===== src/rtl/yarp_pkg.sv =====
// Shared types for the YARP load/store stage: access-size encodings and LSU FSM states.
// Latency: n/a. Backpressure: n/a.
package yarp_pkg;

    typedef enum logic [1:0] {
        BYTE      = 2'b00,
        HALF_WORD = 2'b01,
        WORD      = 2'b11
    } mem_access_size_t;

    typedef enum logic [1:0] {
        IDLE = 2'b00,
        REQ  = 2'b01,
        RESP = 2'b10
    } lsu_state_t;

endpackage


===== src/rtl/yarp_lsu_align.sv =====
// Byte-lane steering: byte enables, store replication, load shift/extend, misalign detect.
// Latency: purely combinational. Backpressure: none.
module yarp_lsu_align
    import yarp_pkg::*;
(
    input  logic [1:0]  i_size,
    input  logic [1:0]  i_addr_lo,
    input  logic        i_zero_extnd,
    input  logic [31:0] i_wr_data,
    input  logic [31:0] i_rd_data,
    output logic [3:0]  o_byte_en,
    output logic [31:0] o_wr_data,
    output logic [31:0] o_rd_data,
    output logic        o_misalign
);

    logic [1:0]  w_lo;
    logic [31:0] w_shifted;

    always_comb begin
        w_lo       = i_addr_lo;
        o_byte_en  = 4'b1111;
        o_wr_data  = i_wr_data;
        o_rd_data  = 32'h0;
        o_misalign = 1'b0;
        // Low address bits a size cannot use are dropped, so a misaligned access stays in its own word.
        case (i_size)
            BYTE: begin
                o_byte_en = 4'b0001 << i_addr_lo;
                o_wr_data = {4{i_wr_data[7:0]}};
            end
            HALF_WORD: begin
                w_lo       = {i_addr_lo[1], 1'b0};
                o_byte_en  = 4'b0011 << w_lo;
                o_wr_data  = {2{i_wr_data[15:0]}};
                o_misalign = i_addr_lo[0];
            end
            default: begin
                w_lo       = 2'b00;
                o_misalign = |i_addr_lo;
            end
        endcase

        w_shifted = i_rd_data >> {w_lo, 3'b000};

        case (i_size)
            BYTE:      o_rd_data = i_zero_extnd ? {24'h0, w_shifted[7:0]}
                                                : {{24{w_shifted[7]}}, w_shifted[7:0]};
            HALF_WORD: o_rd_data = i_zero_extnd ? {16'h0, w_shifted[15:0]}
                                                : {{16{w_shifted[15]}}, w_shifted[15:0]};
            default:   o_rd_data = w_shifted;
        endcase
    end

endmodule


===== src/rtl/yarp_data_mem.sv =====
// YARP load/store stage: one req/gnt/rvalid memory transaction per load/store; YARP_MISALIGN_TRAP_EN traps misaligned ops.
// Latency: store done 2 cycles after request (immediate gnt), load done 1 cycle after rvalid.
// Backpressure: lsu_busy_o stalls the pipeline until the one-cycle lsu_done_o pulse.
module yarp_data_mem
    import yarp_pkg::*;
(
    input  logic        clk,
    input  logic        reset_n,
    input  logic        ex_req_i,
    input  logic [31:0] ex_addr_i,
    input  logic        ex_wr_i,
    input  logic [1:0]  ex_size_i,
    input  logic        ex_zero_extnd_i,
    input  logic [31:0] ex_wr_data_i,
    output logic        lsu_busy_o,
    output logic        lsu_done_o,
    output logic [31:0] lsu_rd_data_o,
    output logic        lsu_misalign_o,
    output logic        mem_req_o,
    output logic [31:0] mem_addr_o,
    output logic        mem_wr_o,
    output logic [3:0]  mem_byte_en_o,
    output logic [31:0] mem_wr_data_o,
    input  logic        mem_gnt_i,
    input  logic        mem_rvalid_i,
    input  logic [31:0] mem_rd_data_i
);

`ifdef YARP_MISALIGN_TRAP_EN
    localparam bit TRAP_EN = 1'b1;
`else
    localparam bit TRAP_EN = 1'b0;
`endif

    lsu_state_t  r_state, w_next;
    logic        r_done, r_mis, r_wr, r_zext;
    logic [1:0]  r_size, r_addr_lo;
    logic [31:0] r_addr, r_wdata, r_rd;
    logic [3:0]  r_be;

    logic        w_idle, w_accept, w_trap, w_mis, w_zext;
    logic [1:0]  w_size, w_lo;
    logic [3:0]  w_be;
    logic [31:0] w_wdata, w_rd;

    assign w_idle   = (r_state == IDLE);
    assign w_accept = w_idle & ex_req_i & ~r_done;
    assign w_trap   = TRAP_EN & w_accept & w_mis;

    // Live operands while accepting; registered copies afterwards for load extension.
    assign w_size = w_idle ? ex_size_i       : r_size;
    assign w_lo   = w_idle ? ex_addr_i[1:0]  : r_addr_lo;
    assign w_zext = w_idle ? ex_zero_extnd_i : r_zext;

    yarp_lsu_align u_align (
        .i_size       (w_size),
        .i_addr_lo    (w_lo),
        .i_zero_extnd (w_zext),
        .i_wr_data    (ex_wr_data_i),
        .i_rd_data    (mem_rd_data_i),
        .o_byte_en    (w_be),
        .o_wr_data    (w_wdata),
        .o_rd_data    (w_rd),
        .o_misalign   (w_mis)
    );

    always_ff @(posedge clk or negedge reset_n) begin
        if (!reset_n) r_state <= IDLE;
        else          r_state <= w_next;
    end

    always_comb begin
        w_next = r_state;
        case (r_state)
            IDLE:    if (w_accept && !w_trap) w_next = REQ;
            REQ:     if (mem_gnt_i)           w_next = r_wr ? IDLE : RESP;
            RESP:    if (mem_rvalid_i)        w_next = IDLE;
            default: w_next = IDLE;
        endcase
    end

    always_comb begin
        mem_req_o  = (r_state == REQ);
        lsu_busy_o = ex_req_i & ~r_done;
    end

    always_ff @(posedge clk or negedge reset_n) begin
        if (!reset_n) begin
            r_done    <= 1'b0;
            r_mis     <= 1'b0;
            r_wr      <= 1'b0;
            r_zext    <= 1'b0;
            r_size    <= 2'b00;
            r_addr_lo <= 2'b00;
            r_addr    <= 32'h0;
            r_wdata   <= 32'h0;
            r_be      <= 4'h0;
            r_rd      <= 32'h0;
        end else begin
            r_done <= 1'b0;
            r_mis  <= 1'b0;
            if (w_accept) begin
                if (w_trap) begin
                    r_done <= 1'b1;
                    r_mis  <= 1'b1;
                end else begin
                    r_addr    <= {ex_addr_i[31:2], 2'b00};
                    r_wr      <= ex_wr_i;
                    r_be      <= w_be;
                    r_wdata   <= w_wdata;
                    r_size    <= ex_size_i;
                    r_addr_lo <= ex_addr_i[1:0];
                    r_zext    <= ex_zero_extnd_i;
                end
            end
            if (r_state == REQ && mem_gnt_i && r_wr) r_done <= 1'b1;
            if (r_state == RESP && mem_rvalid_i) begin
                r_done <= 1'b1;
                r_rd   <= w_rd;
            end
        end
    end

    assign lsu_done_o     = r_done;
    assign lsu_misalign_o = r_mis;
    assign lsu_rd_data_o  = r_rd;
    assign mem_addr_o     = r_addr;
    assign mem_wr_o       = r_wr;
    assign mem_byte_en_o  = r_be;
    assign mem_wr_data_o  = r_wdata;

endmodule

===== config.mk =====
export PLATFORM = sky130hd
export DESIGN_NAME = yarp_data_mem
export DESIGN_NICKNAME = d
export VERILOG_FILES = /design/src/rtl/yarp_pkg.sv /design/src/rtl/yarp_lsu_align.sv /design/src/rtl/yarp_data_mem.sv
export SDC_FILE = /design/constraint.sdc
export NUM_CORES = 1
export LEC_CHECK = 0
export ABC_AREA = 1
export CORE_MARGIN = 10
export CORE_UTILIZATION = 30
export CTS_CLUSTER_SIZE = 24
export DETAILED_ROUTE_END_ITERATION = 16
export PLACE_DENSITY_LB_ADDON = 0.05
export RECOVER_POWER = 50
export REMOVE_ABC_BUFFERS = 1
export SLEW_MARGIN = 0
export SYNTH_ARGS = -nofsm -noshare
export SYNTH_HDL_FRONTEND = slang
export SYNTH_SLANG_ARGS = --single-unit

===== constraint.sdc =====
create_clock -name clk -period 2.6 [get_ports clk]
set_input_delay 0.26 -clock clk [delete_from_list [all_inputs] [get_ports clk]]
set_output_delay 0.26 -clock clk [all_outputs]
set_load 0.05 [all_outputs]

---- Word-level counts from Yosys, hierarchy flattened ----
Cells that the tools add are included.
word-level totals
  flip-flop bits (word level) ............. 107
  bits of input ports ..................... 105
  output and inout port bits .............. 105
  word-level logic and storage cells ...... 45
cells by class
  equal/unequal tests ..................... 6
  shift operators ......................... 3
  mux-type cells .......................... 16
  bitwise logic cells ..................... 4
  reduce and logical (&&, ||, !) cells .... 6
operators by type and width
  kind                   number
  $pmux W32 S2           2
  $mux W32               2
  $shr A32 B5 Y32        1
  $mux W2                6
  $pmux W4 S2            1
  $pmux W2 S3            1
  $eq A2 B1 Y1 const B   2
  $logic_not A2 Y1       2
  $ne A2 B1 Y1 const B   2
  $pmux W2 S2            1
  $shl A1 B2 Y4 const A  1
  $shl A2 B2 Y4 const A  1
  $and A1 B1 Y1          3
  $logic_and A1 B1 Y1    3
  $mux W1                3
  $reduce_and A3 Y1      1
  $eq A2 B2 Y1 const B   1
  $ne A2 B2 Y1 const B   1
  $not A1 Y1             1

---- Depth between registers and ports, before layout ----
  depth in word-level cells ............... 7
  mapped depth ............................ 15
  mapped depth without buffers ............ 12

---- By module ----
From an unflattened synthesis, not the netlist that was laid out.
second synthesis, totals
  cell total of the unflattened synthesis .. 737
  area total of the unflattened synthesis .. 5559.1 um^2
by module, submodules not included
  module          times used  cells each  area an instance (um^2)  seq. area each (um^2)
  yarp_data_mem   1           484         4296.6                   2677.6
  yarp_lsu_align  1           253         1262.5                   0.0

---- Worst setup path before layout ----
No wires, ideal clock.
  kind .................................... flip-flop to flip-flop
  start ................................... reg r_state[1]
  end ..................................... reg r_rd[29] (netlist: lsu_rd_data_o[29])
  setup time .............................. 113 ps
  data arrival time ....................... 1661 ps
  required time ........................... 2487 ps
  setup slack ............................. 826 ps
  stages on the path, launching flop included .. 14
  buffers on the path ..................... 3
  clock period less this slack ............ 1774 ps
  cell sequence ........................... dfrtp_1 > nor2_2 > nand2_1 > nand2_2 > buf_4 > nand3_2 > buf_6 > nand2_2 > nand3_2 > nand3_2 > buf_6 > nand3_1 > nand2_1 > inv_1
between the ends
  cells in the longest elaborated chain, start to end .. 7
RTL lines
  what                                                     RTL line                                    RTL
  start, declared                                          yarp_data_mem.sv:35                         lsu_state_t r_state, w_next;
  start signal, assigned                                   yarp_data_mem.sv:69                         else r_state <= w_next;
  $logic_not A2 Y1                                         yarp_data_mem.sv:46                         assign w_idle = (r_state == IDLE);
  $mux W2                                                  yarp_data_mem.sv:51                         assign w_size = w_idle ? ex_size_i : r_size;
  $eq A2 B1 Y1 / $logic_not A2 Y1 (equally long branches)  yarp_lsu_align.sv:27, yarp_lsu_align.sv:46
  $pmux W2 S2                                              yarp_lsu_align.sv:27                        case (i_size)
  $shr A32 B5 Y32                                          yarp_lsu_align.sv:44                        w_shifted = i_rd_data >> {w_lo, 3'b000};
  $mux W32 (on tied branches)                              yarp_lsu_align.sv:49, yarp_lsu_align.sv:47
  $pmux W32 S2                                             yarp_lsu_align.sv:46                        case (i_size)
  end signal, assigned                                     yarp_data_mem.sv:119                        r_rd <= w_rd;
  end, declared                                            yarp_data_mem.sv:38                         logic [31:0] r_addr, r_wdata, r_rd;
Parallel ways exist; a longest one is shown, timed or not.
A chain may end at the register's enable or synchronous reset.

---- Final worst setup path ----
  start ................................... reg r_state[0]
  end ..................................... reg r_wdata[19] (netlist: mem_wr_data_o[19])
between the ends
  cells in the longest elaborated chain, start to end .. 4
RTL lines
  what                                                     RTL line              RTL
  $logic_not A2 Y1 *                                       yarp_data_mem.sv:46
  $mux W2                                                  yarp_data_mem.sv:51
  $eq A2 B1 Y1 / $logic_not A2 Y1 (equally long branches)  yarp_lsu_align.sv:27
  $pmux W32 S2                                             yarp_lsu_align.sv:27
  end signal, assigned                                     yarp_data_mem.sv:110  r_wdata <= w_wdata;
  end, declared                                            yarp_data_mem.sv:38
Every way passes the cells marked *; elsewhere a longest branch is shown, timed or not.

==> run_results.csv <==
group,metric,value,unit
status,status,"completed",
clocking,insertion_delay,0.35,ns
setup_path,path_max_fanout,45,
route,drt_pre_antenna_iters,4,
floorplanning,die_height,154,um
setup_path,rr_worst_depth,7,
sta,worstMarginPinSlew,1.13,ns
global_routing,gr-usage-all-layers,15.6,%
sta,finalMaxSlewViolations,0,
min_path,holdPathStages,3,
route,vias,5187,
yosys,yosysWarnings,0,
clocking,ctsHtreeMaxLevel,3,
placed_design,portBuffers,206,
global_routing,grt.met1_usage,20.7,%
route,routed_wl,19000,um
setup_path,worstPathArrival,2.50,ns
clocking,clockBufferDepth,2,
pwr,p_leak,4.00,nW
clocking,numClockSinks,107,
sta,finClkSkew,0.00778,ns
global_routing,antenna_found_initial,0,
pwr,p_per_area,1510,nW/um^2
final_layout,layout.nets,1006,
global_routing,gr-total-overflow,0,
pwr,ir_drop,730,uV
placed_design,dpl.hpwl,14300,um
final_layout,drive_above_1_share,7.95,%
setup_path,cp-start-kind,"flop",
setup_path,crit_path_end_kind,"flop",
floorplanning,initial_core_util,30.8,%
sta,holdWs,0.439,ns
sta,rsz0062_at_grt,"false",
final_layout,diodes,0,
global_routing,met3_usage,4.10,%
route,drtIter0Drc,284,
setup_path,r2r_slack,0.33,ns
sta,tns,0,ns
clocking,cts_post_setup_buffers_inserted,0,
yosys,yosysSeqAreaShare,49.9,%
final_layout,final_core_util,45.7,%
route,drt-wirelength-per-cell,16.8,um
route,ant_nets,0,
global_routing,top_usage_layer,"met2",
final_layout,area_delta_synth_final,48.3,%
clocking,cts-root-buf,"clkbuf_16",
floorplanning,die_area,23600,um^2
global_routing,grt_pass1_wl,30000,um
global_routing,grt_max_degree,65,
floorplanning,placementRows,48,
floorplanning,core_area,17400,um^2
sta,fmax,440,MHz
yosys,syn_area,5370,um^2
yosys,avgSynthCellArea,7.59,um^2
yosys,synth_seq_cells,107,
setup_path,setup.worst_path.class,"reg2reg",
route,drc_errors,0,
global_routing,grt_pass1_vias,5188,
sta,fin_crit_sh,87.3,%
sta,finalWorstSetupSlack,0.329,ns
yosys,netlist_instances,707,
sta,relSlewSlack,24.8,%
placed_design,preCtsSetupSlack,0.0390,ns
route,vias_per_cell,4.59,
flow_run,maxCapViolCount,0,
clocking,cts_tree,"built",
global_routing,grtUsageMet2,24.4,%
clocking,cts.clk_slew.worst_paths,0.07,ns
sta,period_minus_slack,2.27,ns
yosys,synth_cell_type_count,27,
floorplanning,die_width,154,um
clocking,numCtsBuffers,9,
setup_path,cp_data_required_time,2.83,ns
min_path,hold_class,"in2reg",
floorplanning,pin_count,210,
placed_design,gp_congestion,0.827,
sta,finalHoldViolCount,0,
sta,setup-violations-final,0,
cell type report:
cell class              count  area [um^2]
repair buffers            223         2220
well taps                 225          282
clock buffers              12          246
multi-input cells         468         2130
fillers                  1727         9460
clock inverters             4         57.6
flip-flops and latches    107         2680
inverters                  92          345
synth_stat cells:
| master | count | share of area (%) |
|---|---|---|
| a21boi_1 | 7 | 0.98 |
| a21oi_1 | 4 | 0.37 |
| a31oi_1 | 8 | 0.93 |
| buf_1 | 1 | 0.070 |
| buf_2 | 9 | 0.84 |
| buf_4 | 6 | 0.84 |
| buf_6 | 5 | 1.0 |
| clkbuf_1 | 21 | 1.5 |
| conb_1 | 1 | 0.070 |
| dfrtp_1 | 107 | 50 |
| inv_1 | 89 | 6.2 |
| inv_2 | 3 | 0.21 |
| nand2_1 | 247 | 17 |
| nand2_2 | 7 | 0.82 |
| nand2_4 | 2 | 0.42 |
| nand3_1 | 38 | 3.5 |
| nand3_2 | 5 | 0.93 |
| nand4_1 | 9 | 1.0 |
| nor2_1 | 33 | 2.3 |
| nor2_2 | 2 | 0.23 |
| nor3_1 | 1 | 0.093 |
| nor3_2 | 1 | 0.19 |
| o21ai_0 | 65 | 6.1 |
| o21ai_1 | 4 | 0.37 |
| o22ai_1 | 8 | 0.93 |
| o41ai_1 | 1 | 0.16 |
| or2_2 | 23 | 2.7 |
routing by layer:
layer | wire length, um | vias to the layer above
met5 | 0 | -
met4 | 202 | 0
met3 | 1140 | 10
met2 | 8700 | 161
met1 | 8930 | 2443
li1 | - | 2573
critical path, stage by stage (launching register included):
cell and delay, ns:
dfrtp_1 0.41, inv_1 0.14, nand2_4 0.10, nor3_1 0.57, inv_1 0.44, buf_12 0.30
nand2_1 0.08, o21ai_0 0.08
repair_timing:
action                                  4_1_cts  5_1_grt
hold endpoints to repair                     43        0
resized for setup                             0        1
hold buffers                                  1        0
endpoints found under the setup margin        0       24
power by group:
group,internal [W],switching (W),total (W)
logic,0.00234,0.00529,0.00763
clock network,0.000787,0.000657,0.00144
registers,0.00249,0.000434,0.00292
registers in the layout, indices dropped and copies added (netlist names):
| register | flops |
|---|---|
| mem_addr_o | 30 |
| mem_byte_en_o | 4 |
| r_addr_lo | 2 |
| r_size | 2 |
| lsu_done_o | 1 |
| lsu_rd_data_o | 32 |
| r_state | 2 |
| r_zext | 1 |
| mem_wr_o | 1 |
| mem_wr_data_o | 32 |
per-stage QoR:
| step | std cells | total power (W) | instance area (um^2) |
|---|---|---|---|
| 2_1_floorplan | 667 | 0.00791 | 5150 |
| 3_3_place_gp | 1114 | 0.0107 | 7660 |
| 3_5_place_dp | 1114 | 0.0108 | 7660 |
| 4_1_cts | 1131 | 0.0123 | 7970 |
| 5_1_grt | 1131 | 0.0128 | 7960 |
| 6_report | 1131 | 0.0120 | 7960 |
kinds of logic after synthesis:
logic type      synth area share (%)
simple gates                    29.5
buf+inv                         10.7
flops                           49.9
compound gates                  9.81
other cells                   0.0699
layout by cell type (no fill, tap or decap), drive strengths merged:
cell type	instances
bufinv	1
nand4	9
a21oi	4
conb	3
clkbuf	13
nand2	256
or2	23
nand3	43
clkdlybuf4s50	160
clkinvlp	1
dlygate4sd3	46
o21ai	69
o22ai	8
a21boi	7
buf	16
o41ai	1
nor3	2
a31oi	8
nor2	35
inv	94
dfrtp	107
worst paths after layout:
| path | from | end |
|---|---|---|
| max reg2reg | r_state[0] | mem_wr_data_o[19] |
| min | ex_wr_i | mem_wr_o |
| min in group asynchronous | reset_n | mem_addr_o[28] |
| max in group asynchronous | reset_n | r_state[0] |
| max | r_state[0] | mem_wr_data_o[19] |
| min reg2reg | mem_addr_o[30] | mem_addr_o[30] |
(Power assumes the default switching activity.)
